## config.mk

```make
export PLATFORM = sky130hd
export DESIGN_NAME = systolic_result_drain
export DESIGN_NICKNAME = d
export VERILOG_FILES = /design/src/rtl/systolic_result_drain.sv
export SDC_FILE = /design/constraint.sdc
export NUM_CORES = 1
export LEC_CHECK = 0
export CORE_MARGIN = 2
export CORE_UTILIZATION = 40
export DETAILED_ROUTE_END_ITERATION = 8
export PLACE_DENSITY = 0.67
export REMOVE_ABC_BUFFERS = 1
export SLEW_MARGIN = 0
export SYNTH_ARGS = -nofsm -noshare
export SYNTH_HDL_FRONTEND = slang
export SYNTH_SLANG_ARGS = --single-unit
```

## constraint.sdc

```tcl
create_clock -name CLK -period 8.2 [get_ports CLK]
set_input_delay 2.46 -clock CLK [delete_from_list [all_inputs] [get_ports CLK]]
set_output_delay 2.46 -clock CLK [all_outputs]
set_load 0.005 [all_outputs]
```

## src/rtl/systolic_result_drain.sv

```systemverilog
// Drains a 3x3 systolic array result as a ready/valid byte stream, one beat per element.
// A frame is latched on CAPTURE and streamed in row-major order; CAPTUREs arriving mid-frame flag OVERRUN.
module systolic_result_drain #(
    parameter int NUM_RESULTS = 9
) (
    input  logic       CLK,
    input  logic       RESET,
    input  logic       CAPTURE,
    input  logic [7:0] M1_in,
    input  logic [7:0] M2_in,
    input  logic [7:0] M3_in,
    input  logic [7:0] M4_in,
    input  logic [7:0] M5_in,
    input  logic [7:0] M6_in,
    input  logic [7:0] M7_in,
    input  logic [7:0] M8_in,
    input  logic [7:0] M9_in,
    input  logic       OUT_READY,
    output logic [7:0] OUT_DATA,
    output logic       OUT_VALID,
    output logic [3:0] OUT_INDEX,
    output logic       OUT_LAST,
    output logic       BUSY,
    output logic       DONE,
    output logic       OVERRUN
);

    localparam logic [0:0] IDLE   = 1'b0;
    localparam logic [0:0] STREAM = 1'b1;
    localparam logic [3:0] LAST_INDEX = 4'(NUM_RESULTS - 1);

    logic [0:0] state;
    logic [7:0] buffer  [0:8];
    logic [7:0] results [0:8];
    logic [3:0] index;
    logic       doneFlag;
    logic       overrunFlag;
    logic       streaming;

    always_comb begin
        results[0] = M1_in;
        results[1] = M2_in;
        results[2] = M3_in;
        results[3] = M4_in;
        results[4] = M5_in;
        results[5] = M6_in;
        results[6] = M7_in;
        results[7] = M8_in;
        results[8] = M9_in;
    end

    always_ff @(posedge CLK) begin
        if (RESET) begin
            state       <= IDLE;
            index       <= 4'd0;
            doneFlag    <= 1'b0;
            overrunFlag <= 1'b0;
            for (int i = 0; i < 9; i++) begin
                buffer[i] <= 8'd0;
            end
        end else begin
            doneFlag <= 1'b0;
            case (state)
                IDLE: begin
                    if (CAPTURE) begin
                        for (int i = 0; i < 9; i++) begin
                            buffer[i] <= results[i];
                        end
                        index <= 4'd0;
                        state <= STREAM;
                    end
                end
                default: begin
                    // A mid-frame capture never touches the buffer; it only raises the sticky flag.
                    if (CAPTURE) begin
                        overrunFlag <= 1'b1;
                    end
                    if (OUT_READY) begin
                        if (index == LAST_INDEX) begin
                            state    <= IDLE;
                            index    <= 4'd0;
                            doneFlag <= 1'b1;
                        end else begin
                            index <= index + 4'd1;
                        end
                    end
                end
            endcase
        end
    end

    always_comb begin
        streaming = (state == STREAM);
        OUT_VALID = streaming;
        BUSY      = streaming;
        OUT_DATA  = streaming ? buffer[index] : 8'd0;
        OUT_INDEX = streaming ? index : 4'd0;
        OUT_LAST  = streaming && (index == LAST_INDEX);
        DONE      = doneFlag;
        OVERRUN   = overrunFlag;
    end

endmodule

```

# Word-level counts from Yosys, hierarchy flattened
# Memories as Yosys holds them, arrays and structs flattened. A register that Yosys moved wholly into a read port is not among the register bits.
# Index checks and enable logic that the tools add are counted.
[classes]
n_addsub = 1
eq_ne = 2
mux = 27
n_bitwise = 11
n_reduce_logical = 5
[op_table]
columns = ["cell", "count"]
rows = [
  ["8-bit two-way mux", 10],
  ["4-bit two-way mux", 7],
  ["1-bit two-way mux", 10],
  ["1-bit OR", 9],
  ["4-bit by 1-bit adder with 4-bit output, second input constant", 1],
  ["4-bit equality test, second input constant", 1],
  ["2-bit AND reduction", 2],
  ["3-bit OR reduction", 1],
  ["2-bit != test, second input constant", 1],
  ["1-bit NOT", 2],
  ["2-bit nonzero test", 1],
  ["1-bit logical AND", 1],
]
[totals]
regBits = 7
ramBits = 72
inputBits = 76
out_inout_bits = 17
wordCells = 51
memories = 1
[memory_table]
columns = ["memory", "words", "word_bits", "read_ports", "rd_ports_with_merged_regs", "write_ports", "line", "rtl"]
rows = [
  ["buffer", 9, 8, 1, 1, 9, "33", "logic [7:0] buffer [0:8];"],
]

# Depth between registers and ports, before layout
# Gate-level depths: netlist of run 1.
[depth]
ltp_word = 6
ltp_mapped = 5
ltp_nobuf = 5

# Worst setup path after synthesis of run 1
# Ideal clock, no wire load.
[synth_path]
path_kind = "input to register"
startpoint = "in RESET"
endpoint = "mem buffer[0][0], enable pin"
setup_ns = 0.442
t_arrival_ns = 4.561
required_ns = 7.758
setup_slack_ns = 3.197
cell_stages = 2
n_path_buf = 1
path_cell_list = "clkbuf_1 nand2b_1"
[synth_rtl]
columns = ["element", "line", "rtl"]
rows = [
  ["from (decl)", "7", "input logic RESET,"],
  ["to (decl)", "33", ""],
]

==> summary.md, run 1 <==
| Metric | Value |
|---|---|
| Total wire length | `7630 um` |
| Post-Route Setup TNS | `0 ns` |
| Worst Clk Skew | `0.0190 ns` |
| Commonest non-fill, non-tap cell in the layout | `clkdlybuf4s50_1` |
| Total power | `0.000884 W` |
| I/O pin count | `93` |
| Switching power share of the total | `0.213` |
| Chip Width | `102 um` |
| CTS resizes | `0` |
| Final setup fails | `0` |
| Internal power | `0.000696 W` |
| Chip height | `102 um` |
| Share of layout cells above drive strength 1 | `0.130` |
| Fin crit share | `0.608` |
| Most frequent cells in the layout | `92 x clkdlybuf4s50_1, 76 x and2_1, 72 x edfxtp_1` |
| Peak VDD IR | `0.0845 mV` |
| RSZ-0062 raised after global routing | `false` |
| Register bit total from synthesis | `83` |
| First-pass GRT wire length | `11700 um` |
| Clock sinks | `83` |
| IO Port Bufs | `92` |
| Routed wire per std cell | `15.1 um` |
| Core region area | `9280 sq um` |
| Hold_buf cts | `0` |
| Status | `finished, final reports clean` |
| Mapped Area | `3830 sq um` |
| # Post-CTS Setup Buffers | `0` |
| Antenna-violating nets left | `0` |
| Synthesized area per cell | `13.3 sq um` |
| Layout Cells excl Fill | `505` |
| Post-synthesis cell type count | `32` |
| Crit path time final | `4.99 ns` |
| Starting Density | `0.412` |
| Vias in the first global route | `2328` |
| Hold Crit Class | `register to register` |
| Largest net degree at the start of global routing | `73` |
| Maximum clock path buffer count | `2` |
| Element type at the critical path start | `register` |
| Num CTS Buffers | `9` |
| Nets@finish | `449` |
| Overflow after GRT | `0` |
| Drt drc | `0` |
| Psw | `0.000188 W` |
| Post-synthesis instance total | `287` |
| Layout area overhead | `30.5%` |
| Die footprint | `10400 sq um` |
| DR vias/cell | `4.74` |
| Max FO, Critical Path | `8` |
| CTS tree | `done` |
| End-of-flow core utilization | `0.538` |
| Gpl congestion | `0.818` |
| Row cnt | `35` |
| Max-slew violations | `0` |
| Clk Latency, worst-skew pair | `0.35 ns` |
| Worst-Margin Slew | `1.14 ns` |
| Yosys warning count | `0` |
| HPWL after DPL | `4900 um` |
| Pwr Density | `177 nW/um^2` |
| Initial antenna violation count | `0` |
| Achievable frequency | `201 MHz` |
| Clock network power share | `0.328` |
| Drt first pass iters | `4` |
| Slew margin rel. | `0.241` |
| Antenna diode count | `0` |
| Total GRT Usage | `0.151` |
| Register area share after synthesis | `0.622` |
| CP arrival | `2.53 ns` |
| Reg clk slew, reported paths | `0.10 ns` |
| CP required | `5.74 ns` |
| Crit end category | `primary output` |
| Max-cap violation count | `0` |
| Dpl cells | `489` |
| Root Buffer | `clkbuf_8` |
| Initial DRC Count | `78` |
| Leak pwr | `1.83 nW` |
| Vias | `2396` |
| Kind of critical path | `register to primary output` |
| Logic pwr share | `0.106` |
| H-tree depth | `3` |
| Hold Vio Cnt, Final | `0` |
| Sequential fraction of design power | `0.567` |
power groups by stage:
stage | registers (W) | clock network [W] | logic [W]
finish | 0.000501 | 0.000290 | 0.0000935
global route | 0.000504 | 0.000317 | 0.000102
CTS | 0.000502 | 0.000295 | 0.0000957
detailed placement | 0.000512 | 0 | 0.0000950
global placement | 0.000510 | 0 | 0.0000943
floorplan | 0.000508 | 0 | 0.0000424
cell usage after synthesis, drive strengths merged:
master | count | area share
inv | 4 | 0.0039
nand4 | 1 | 0.0016
clkbuf | 11 | 0.013
buf | 8 | 0.018
o21ai | 9 | 0.012
nand2b | 2 | 0.0033
o22ai | 1 | 0.0016
nand4b | 1 | 0.0023
nand3 | 2 | 0.0026
or3 | 1 | 0.0016
edfxtp | 72 | 0.56
mux2i | 1 | 0.0026
nand2 | 11 | 0.011
nor3 | 1 | 0.0013
a31oi | 9 | 0.015
nand3b | 1 | 0.0020
nor2b | 2 | 0.0033
nor2 | 8 | 0.0098
ha | 2 | 0.0065
dfxtp | 11 | 0.058
and3b | 1 | 0.0023
mux2 | 32 | 0.10
a21oi | 11 | 0.014
a22oi | 9 | 0.025
and2 | 76 | 0.12
sequential cells by signal (all words and copies together), names as in the netlist, named ones only:
register / cells
BUSY: 1
DONE: 1
OVERRUN: 1
buffer: 72
index: 4
final cells by class:
class / instances / area [sq um]
Fill cell: 859 / 4290
Tap cell: 129 / 161
Sequential cell: 83 / 2380
Clock inverter: 3 / 16.3
Clock buffer: 13 / 181
Multi-Input combinational cell: 181 / 1320
Inverter: 4 / 15.0
Timing Repair Buffer: 92 / 921
cells by family (layout without fill, tap and decap cells):
group,Yosys count,after routing,share of synthesized area
AND/OR/NAND/NOR,107,107,0.165
flip-flops,83,83,0.622
AO/OA/AOI/OAI,39,39,0.0680
multiplexers,33,33,0.103
buffers and inverters,23,112,0.0353
adder cells (fa/ha/maj),2,2,0.00654
layer usage:
metal,wire length [um],share of wire,vias to the layer above,track usage
li1,-,-,1187,-
met1,3450,0.45,1129,0.199
met2,3740,0.49,70,0.243
met3,307,0.040,10,0.0280
met4,129,0.017,0,0.0697
met5,0,0,-,0
stage by stage:
stage | area [sq um] | hold WS [ns] | setup WS (ns)
floorplan | 3710 | 0.460 | 3.53
global placement | 4800 | 0.457 | 3.61
global route | 5000 | 0.522 | 3.08
finish | 5000 | 0.482 | 3.21
detailed placement | 4800 | 0.464 | 3.55
CTS | 5000 | 0.489 | 3.16
worst paths after layout:
kind	start	slack [ns]	cells past startpoint	endpoint
worst max register to register	BUSY	6.00	3	buffer[7][4]
worst min-delay path	OVERRUN	0.48	2	OVERRUN
worst min register to register	OVERRUN	0.48	2	OVERRUN
worst max-delay path	register	3.21	4	OUT_DATA[7]
critical path, cell delays in order, from the launching register on:
cell and delay [ns]:
dfxtp_1 0.37, nor2b_1 0.87, a22oi_1 0.19, a31oi_1 0.23, clkdlybuf4s50_1 0.53
No activity file was read; power rests on OpenSTA's default activity.
==> run 2: changes to the inputs <==
- clock period: 8.2 -> 5.1 ns (I/O delays scaled with it)
==> summary.md, run 2 (synthesis results as in run 1) <==
| Metric | Value |
|---|---|
| Status | `finished, final reports clean` |
| Chip height | `102 um (unchanged)` |
| Leak pwr | `1.82 nW (-0.38%)` |
| Final hold slack | `0.494 ns (+0.0123 ns)` |
| I/O pin count | `93 (unchanged)` |
| Drt first pass iters | `4 (unchanged)` |
| Max FO, Critical Path | `8 (unchanged)` |
| CTS resizes | `0 (unchanged)` |
| Hold_buf cts | `0 (unchanged)` |
| Worst R2R Start | `BUSY` |
| CP delay by family, top | `simple AND/OR/NAND/NOR gates` |
| Root Buffer | `clkbuf_8` |
| Slew margin rel. | `0.257 (+0.0163)` |
| Pre-CTS setup slack | `1.46 ns (-2.09 ns)` |
| DR vias/cell | `4.80 (+1.1%)` |
| Clk Latency, worst-skew pair | `0.33 ns (-0.02 ns)` |
| Crit-path cells | `nor2b_1 > a22oi_1 > a31oi_1 > clkdlybuf4s50_1` |
| Worst Path Buf+Inv | `1 (unchanged)` |
| Vias in the first global route | `2411 (+3.6%)` |
| HPWL after DPL | `5040 um (+2.9%)` |
| Internal reg-to-reg setup slack | `2.93 ns (-3.07 ns)` |
| Dpl cells | `490 (+0.20%)` |
| Starting Density | `0.412 (unchanged)` |
| Commonest non-fill, non-tap cell in the layout | `clkdlybuf4s50_1` |
| Max reg flops | `72 (unchanged)` |
| Worst-Margin Slew | `1.11 ns (-0.0244 ns)` |
| Nets@finish | `450 (+0.22%)` |
| Largest net degree at the start of global routing | `73 (unchanged)` |
| Post-DP Area | `4810 sq um (+0.16%)` |
| Hold Crit Class | `register to register` |
| Setup ws final | `1.14 ns (-2.07 ns)` |
| H-tree depth | `3 (unchanged)` |
| # Post-CTS Setup Buffers | `0 (unchanged)` |
| Antenna-violating nets left | `0 (unchanged)` |
| Maximum clock path buffer count | `2 (unchanged)` |
| CP required | `3.57 ns (-2.17 ns)` |
| Reg-to-Reg End | `buffer[3][4]` |
| RSZ-0062 raised after global routing | `false` |
| Post-Route Setup TNS | `0 ns (unchanged)` |
| Clock sinks | `83 (unchanged)` |
| Slowest CP cell | `nor2b_1` |
| R2R cell count | `3 (unchanged)` |
| Hold Vio Cnt, Final | `0 (unchanged)` |
| Core region area | `9280 sq um (unchanged)` |
| Routed wire per std cell | `15.0 um (-0.62%)` |
| Antenna diode count | `0 (unchanged)` |
| Num CTS Buffers | `9 (unchanged)` |
| Initial antenna violation count | `0 (unchanged)` |
| Crit path time final | `3.96 ns` |
| Biggest regs | `buffer (72), index (4)` |
| Crit end category | `primary output` |
| CTS tree | `done` |
| Max-slew violations | `0 (unchanged)` |
| Pwr Density | `280 nW/um^2 (+58%)` |
| Worst Clk Skew | `0.00571 ns (-0.0133 ns)` |
| Share of layout cells above drive strength 1 | `0.130 (-0.000346)` |
| Kind of critical path | `register to primary output` |
| Total GRT Usage | `0.150 (-0.00141)` |
| Layout area overhead | `30.3%` |
| Vias | `2427 (+1.3%)` |
| Post-route cell area | `4990 sq um (-0.15%)` |
| Final setup fails | `0 (unchanged)` |
| Achievable frequency | `253 MHz` |
| CP arrival | `2.43 ns (-0.10 ns)` |
| Chip Width | `102 um (unchanged)` |
| IO Port Bufs | `92 (unchanged)` |
| Drt drc | `0 (unchanged)` |
| Overflow after GRT | `0 (unchanged)` |
| Peak VDD IR | `0.154 mV (+82%)` |
| Layout Cells excl Fill | `506 (+0.20%)` |
| Max-cap violation count | `0 (unchanged)` |
| Hold endpoint | `OVERRUN` |
| Reg clk slew, reported paths | `0.08 ns (-0.02 ns)` |
| First-pass GRT wire length | `11600 um (-0.18%)` |
| Initial DRC Count | `61 (-22%)` |
| Hold Crit Depth | `2 (unchanged)` |
| Worst Hold Launch | `OVERRUN` |
| Fin crit share | `0.776` |
| Largest Register | `buffer` |
| Most frequent cells in the layout | `92 x clkdlybuf4s50_1, 76 x and2_1, 72 x edfxtp_1` |
| Row cnt | `35 (unchanged)` |
| Gpl congestion | `0.847 (+3.5%)` |
| Element type at the critical path start | `register` |
| CP max stage delay | `0.83 ns (-0.04 ns)` |
| Die footprint | `10400 sq um (unchanged)` |
| Total wire length | `7600 um (-0.42%)` |
[run 2: changes by cell type in the layout (fill, tap and decap cells not counted)]
cell,change
clkinv_1,+3
clkbuf_1,-2
bufinv_16,+1
clkinvlp_4,+1
inv_4,-1
buf_4,+1
clkbuf_16,-2
[run 2: worst max path at each step]
stage               slack [ns]     start      endpoint  cells after the start
floorplan                 1.36   CAPTURE  buffer[0][0]                      2
global placement          1.43  register   OUT_DATA[3]                      4
detailed placement        1.46  register   OUT_DATA[4]                      4
CTS                       1.09  register   OUT_DATA[4]                      4
global route              0.97  register   OUT_DATA[7]                      4
finish                    1.14  register   OUT_DATA[0]                      4
[run 2: report_power, final]
group | switching (W) | total [W] | internal [W]
registers | 0.0000191 | 0.000806 | 0.000787
logic | 0.0000537 | 0.000150 | 0.0000968
clock network | 0.000219 | 0.000438 | 0.000220
total | 0.000292 | 0.00140 | 0.00110
[run 2: metal layers]
layer / global-route usage / up-vias / wire [um]
li1: - / 1194 / -
met1: 0.194 / 1156 / 3360
met2: 0.254 / 67 / 3770
met3: 0.0212 / 10 / 340
met4: 0.0595 / 0 / 134
met5: 0 / - / 0
[run 2: worst register-to-register path, cell delays in order (launching register included)]
cell and delay (ns):
dfxtp_1 0.54, nand2b_1 0.34, nor2_4 0.87, and2_1 0.28
[run 2: layout make-up]
class,instances,area [sq um]
clock inverter,7,58.8
inverter,4,15.0
tap,129,161
fill,844,4300
clock buffer,9,124
sequential,83,2380
timing repair buffer,93,928
multi-input combinational,181,1320
[run 2: through the flow]
step / power, W / utilization
floorplan: 0.000885 / -
global placement: 0.000971 / 0.518
detailed placement: 0.000975 / 0.518
CTS: 0.00141 / 0.537
global route: 0.00145 / 0.537
finish: 0.00140 / 0.537
==> run 3: changes to the inputs <==
- PLACE_DENSITY: 0.67 -> 0.69
- clock period: 5.1 -> 3.5 ns (I/O delays scaled with it)
==> summary.md, run 3 (synthesis results as in run 1) <==
| Metric | Value |
|---|---|
| Status | `finished, final reports clean` |
| Num CTS Buffers | `9 (unchanged)` |
| Pwr Density | `420 nW/um^2 (+50%)` |
| Overflow after GRT | `0 (unchanged)` |
| Leak pwr | `1.88 nW (+3.2%)` |
| Setup ws final | `0.229 ns (-0.914 ns)` |
| Vias | `2413 (-0.58%)` |
| Max FO, Critical Path | `16 (+8)` |
| Row cnt | `35 (unchanged)` |
| Peak VDD IR | `0.231 mV (+50%)` |
| DR vias/cell | `4.69 (-2.1%)` |
| Worst-Margin Slew | `0.695 ns (-0.417 ns)` |
| Die footprint | `10400 sq um (unchanged)` |
| Largest net degree at the start of global routing | `40 (-45%)` |
| Crit end category | `primary output` |
| Switching power share of the total | `0.207 (-0.00212)` |
| CP required | `2.45 ns (-1.12 ns)` |
| Antenna-violating nets left | `0 (unchanged)` |
| CTS tree | `done` |
| Layout Cells excl Fill | `514 (+1.6%)` |
| First-pass GRT wire length | `12000 um (+2.8%)` |
| Final setup fails | `0 (unchanged)` |
| Commonest non-fill, non-tap cell in the layout | `clkdlybuf4s50_1` |
| HPWL after DPL | `5350 um (+6.0%)` |
| Psw | `0.000443 W (+52%)` |
| Root Buffer | `clkbuf_8` |
| Max-slew violations | `0 (unchanged)` |
| Worst Clk Skew | `0.00968 ns (+0.00398 ns)` |
| Biggest regs | `buffer (72), index (4)` |
| Sequential fraction of design power | `0.547 (-0.031)` |
| Drt first pass iters | `4 (unchanged)` |
| Core region area | `9280 sq um (unchanged)` |
| Logic pwr share | `0.108 (about the same)` |
| Slew margin rel. | `0.536 (+0.279)` |
| Chip height | `102 um (unchanged)` |
| Element type at the critical path start | `register` |
| Share of layout cells above drive strength 1 | `0.151 (+0.0207)` |
| Layout area overhead | `33.2%` |
| Max-cap violation count | `0 (unchanged)` |
| Hold_buf cts | `0 (unchanged)` |
| Crit path time final | `3.27 ns` |
| Hold Crit Class | `register to register` |
| Register area | `2390 sq um (+0.10%)` |
| Most frequent cells in the layout | `92 x clkdlybuf4s50_1, 76 x and2_1, 72 x edfxtp_1` |
| Fin crit share | `0.934` |
| Dpl cells | `498 (+1.6%)` |
| Antenna diode count | `0 (unchanged)` |
| Total wire length | `7540 um (-0.74%)` |
| CP arrival | `2.22 ns (-0.21 ns)` |
| Hold Vio Cnt, Final | `0 (unchanged)` |
| Drt drc | `0 (unchanged)` |
| Kind of critical path | `register to primary output` |
| Nets@finish | `458 (+1.8%)` |
| RSZ-0062 raised after global routing | `false` |
| Pre-CTS setup slack | `0.475 ns (-0.984 ns)` |
| Initial antenna violation count | `0 (unchanged)` |
| Reg clk slew, reported paths | `0.08 ns (about the same)` |
| Clock sinks | `83 (unchanged)` |
| Clk Latency, worst-skew pair | `0.34 ns (about the same)` |
| Vias in the first global route | `2414 (+0.12%)` |
| Largest Register | `buffer` |
| Maximum clock path buffer count | `2 (unchanged)` |
| H-tree depth | `3 (unchanged)` |
| Chip Width | `102 um (unchanged)` |
| Internal power | `0.00170 W (+54%)` |
| Initial DRC Count | `75 (+23%)` |
| I/O pin count | `93 (unchanged)` |
| Gpl congestion | `0.761 (-10%)` |
| IO Port Bufs | `92 (unchanged)` |
| Max reg flops | `72 (unchanged)` |
| Post-Route Setup TNS | `0 ns (unchanged)` |
| Filler cell count | `819 (-3.0%)` |
| Routed wire per std cell | `14.7 um (-2.3%)` |
| Starting Density | `0.412 (unchanged)` |
| Clock network power share | `0.345 (+0.031)` |
| Final hold slack | `0.485 ns (-0.00962 ns)` |
| Achievable frequency | `306 MHz` |
| Total GRT Usage | `0.153 (+0.00337)` |
| Total power | `0.00214 W (+53%)` |
| Multi-input gate area | `1320 sq um (unchanged)` |
-- run 3: path summary, 6_finish.rpt --
| path | cells past startpoint | slack (ns) | to | from |
|---|---|---|---|---|
| min | 2 | 0.48 | OVERRUN | OVERRUN |
| max | 5 | 0.23 | OUT_DATA[2] | register |
| min reg2reg | 2 | 0.48 | OVERRUN | OVERRUN |
| max reg2reg | 3 | 1.57 | buffer[4][3] | BUSY |
-- run 3: through the flow --
step | area [sq um] | utilization
2_1_floorplan | 3710 | -
3_3_place_gp | 4880 | 0.525
3_5_place_dp | 4880 | 0.525
4_1_cts | 5090 | 0.549
5_1_grt | 5100 | 0.549
6_report | 5100 | 0.549
-- run 3: power groups by stage --
stage	clock, W	sequential (W)	combinational, W
final	0.000738	0.00117	0.000231
after global placement	0	0.00119	0.000229
after global routing	0.000789	0.00118	0.000254
after CTS	0.000758	0.00117	0.000234
after floorplan	0	0.00119	0.0000993
after detailed placement	0	0.00119	0.000232
-- run 3: worst max-delay path, cell delays in order (launching register included) --
cell and delay (ns):
dfxtp_4 0.51, buf_4 0.26, mux2_4 0.32, a22oi_2 0.19, a31oi_1 0.12, clkdlybuf4s50_1 0.48
-- run 3: layout make-up --
type	instances	area share
flip-flops and latches	83	0.468
multi-input cells	181	0.258
repair buffers	101	0.196
well taps	129	0.0317
clock buffers	10	0.0250
clock inverters	6	0.0174
inverters	4	0.00295
-- run 3: repair_timing --
action | in CTS | in global routing
resized for setup | 0 | 1
hold endpoints to repair | 0 | 0
buffers inserted | 0 | 0
setup endpoints to repair | 0 | 1
-- run 3: metal layers --
metal  vias up  part of all wire  global-route usage
li1       1210                 -                   -
met2        69              0.50               0.261
met4         0            0.0089              0.0554
met1      1127              0.44               0.198
met3         7             0.046              0.0246
met5         -                 0                   0
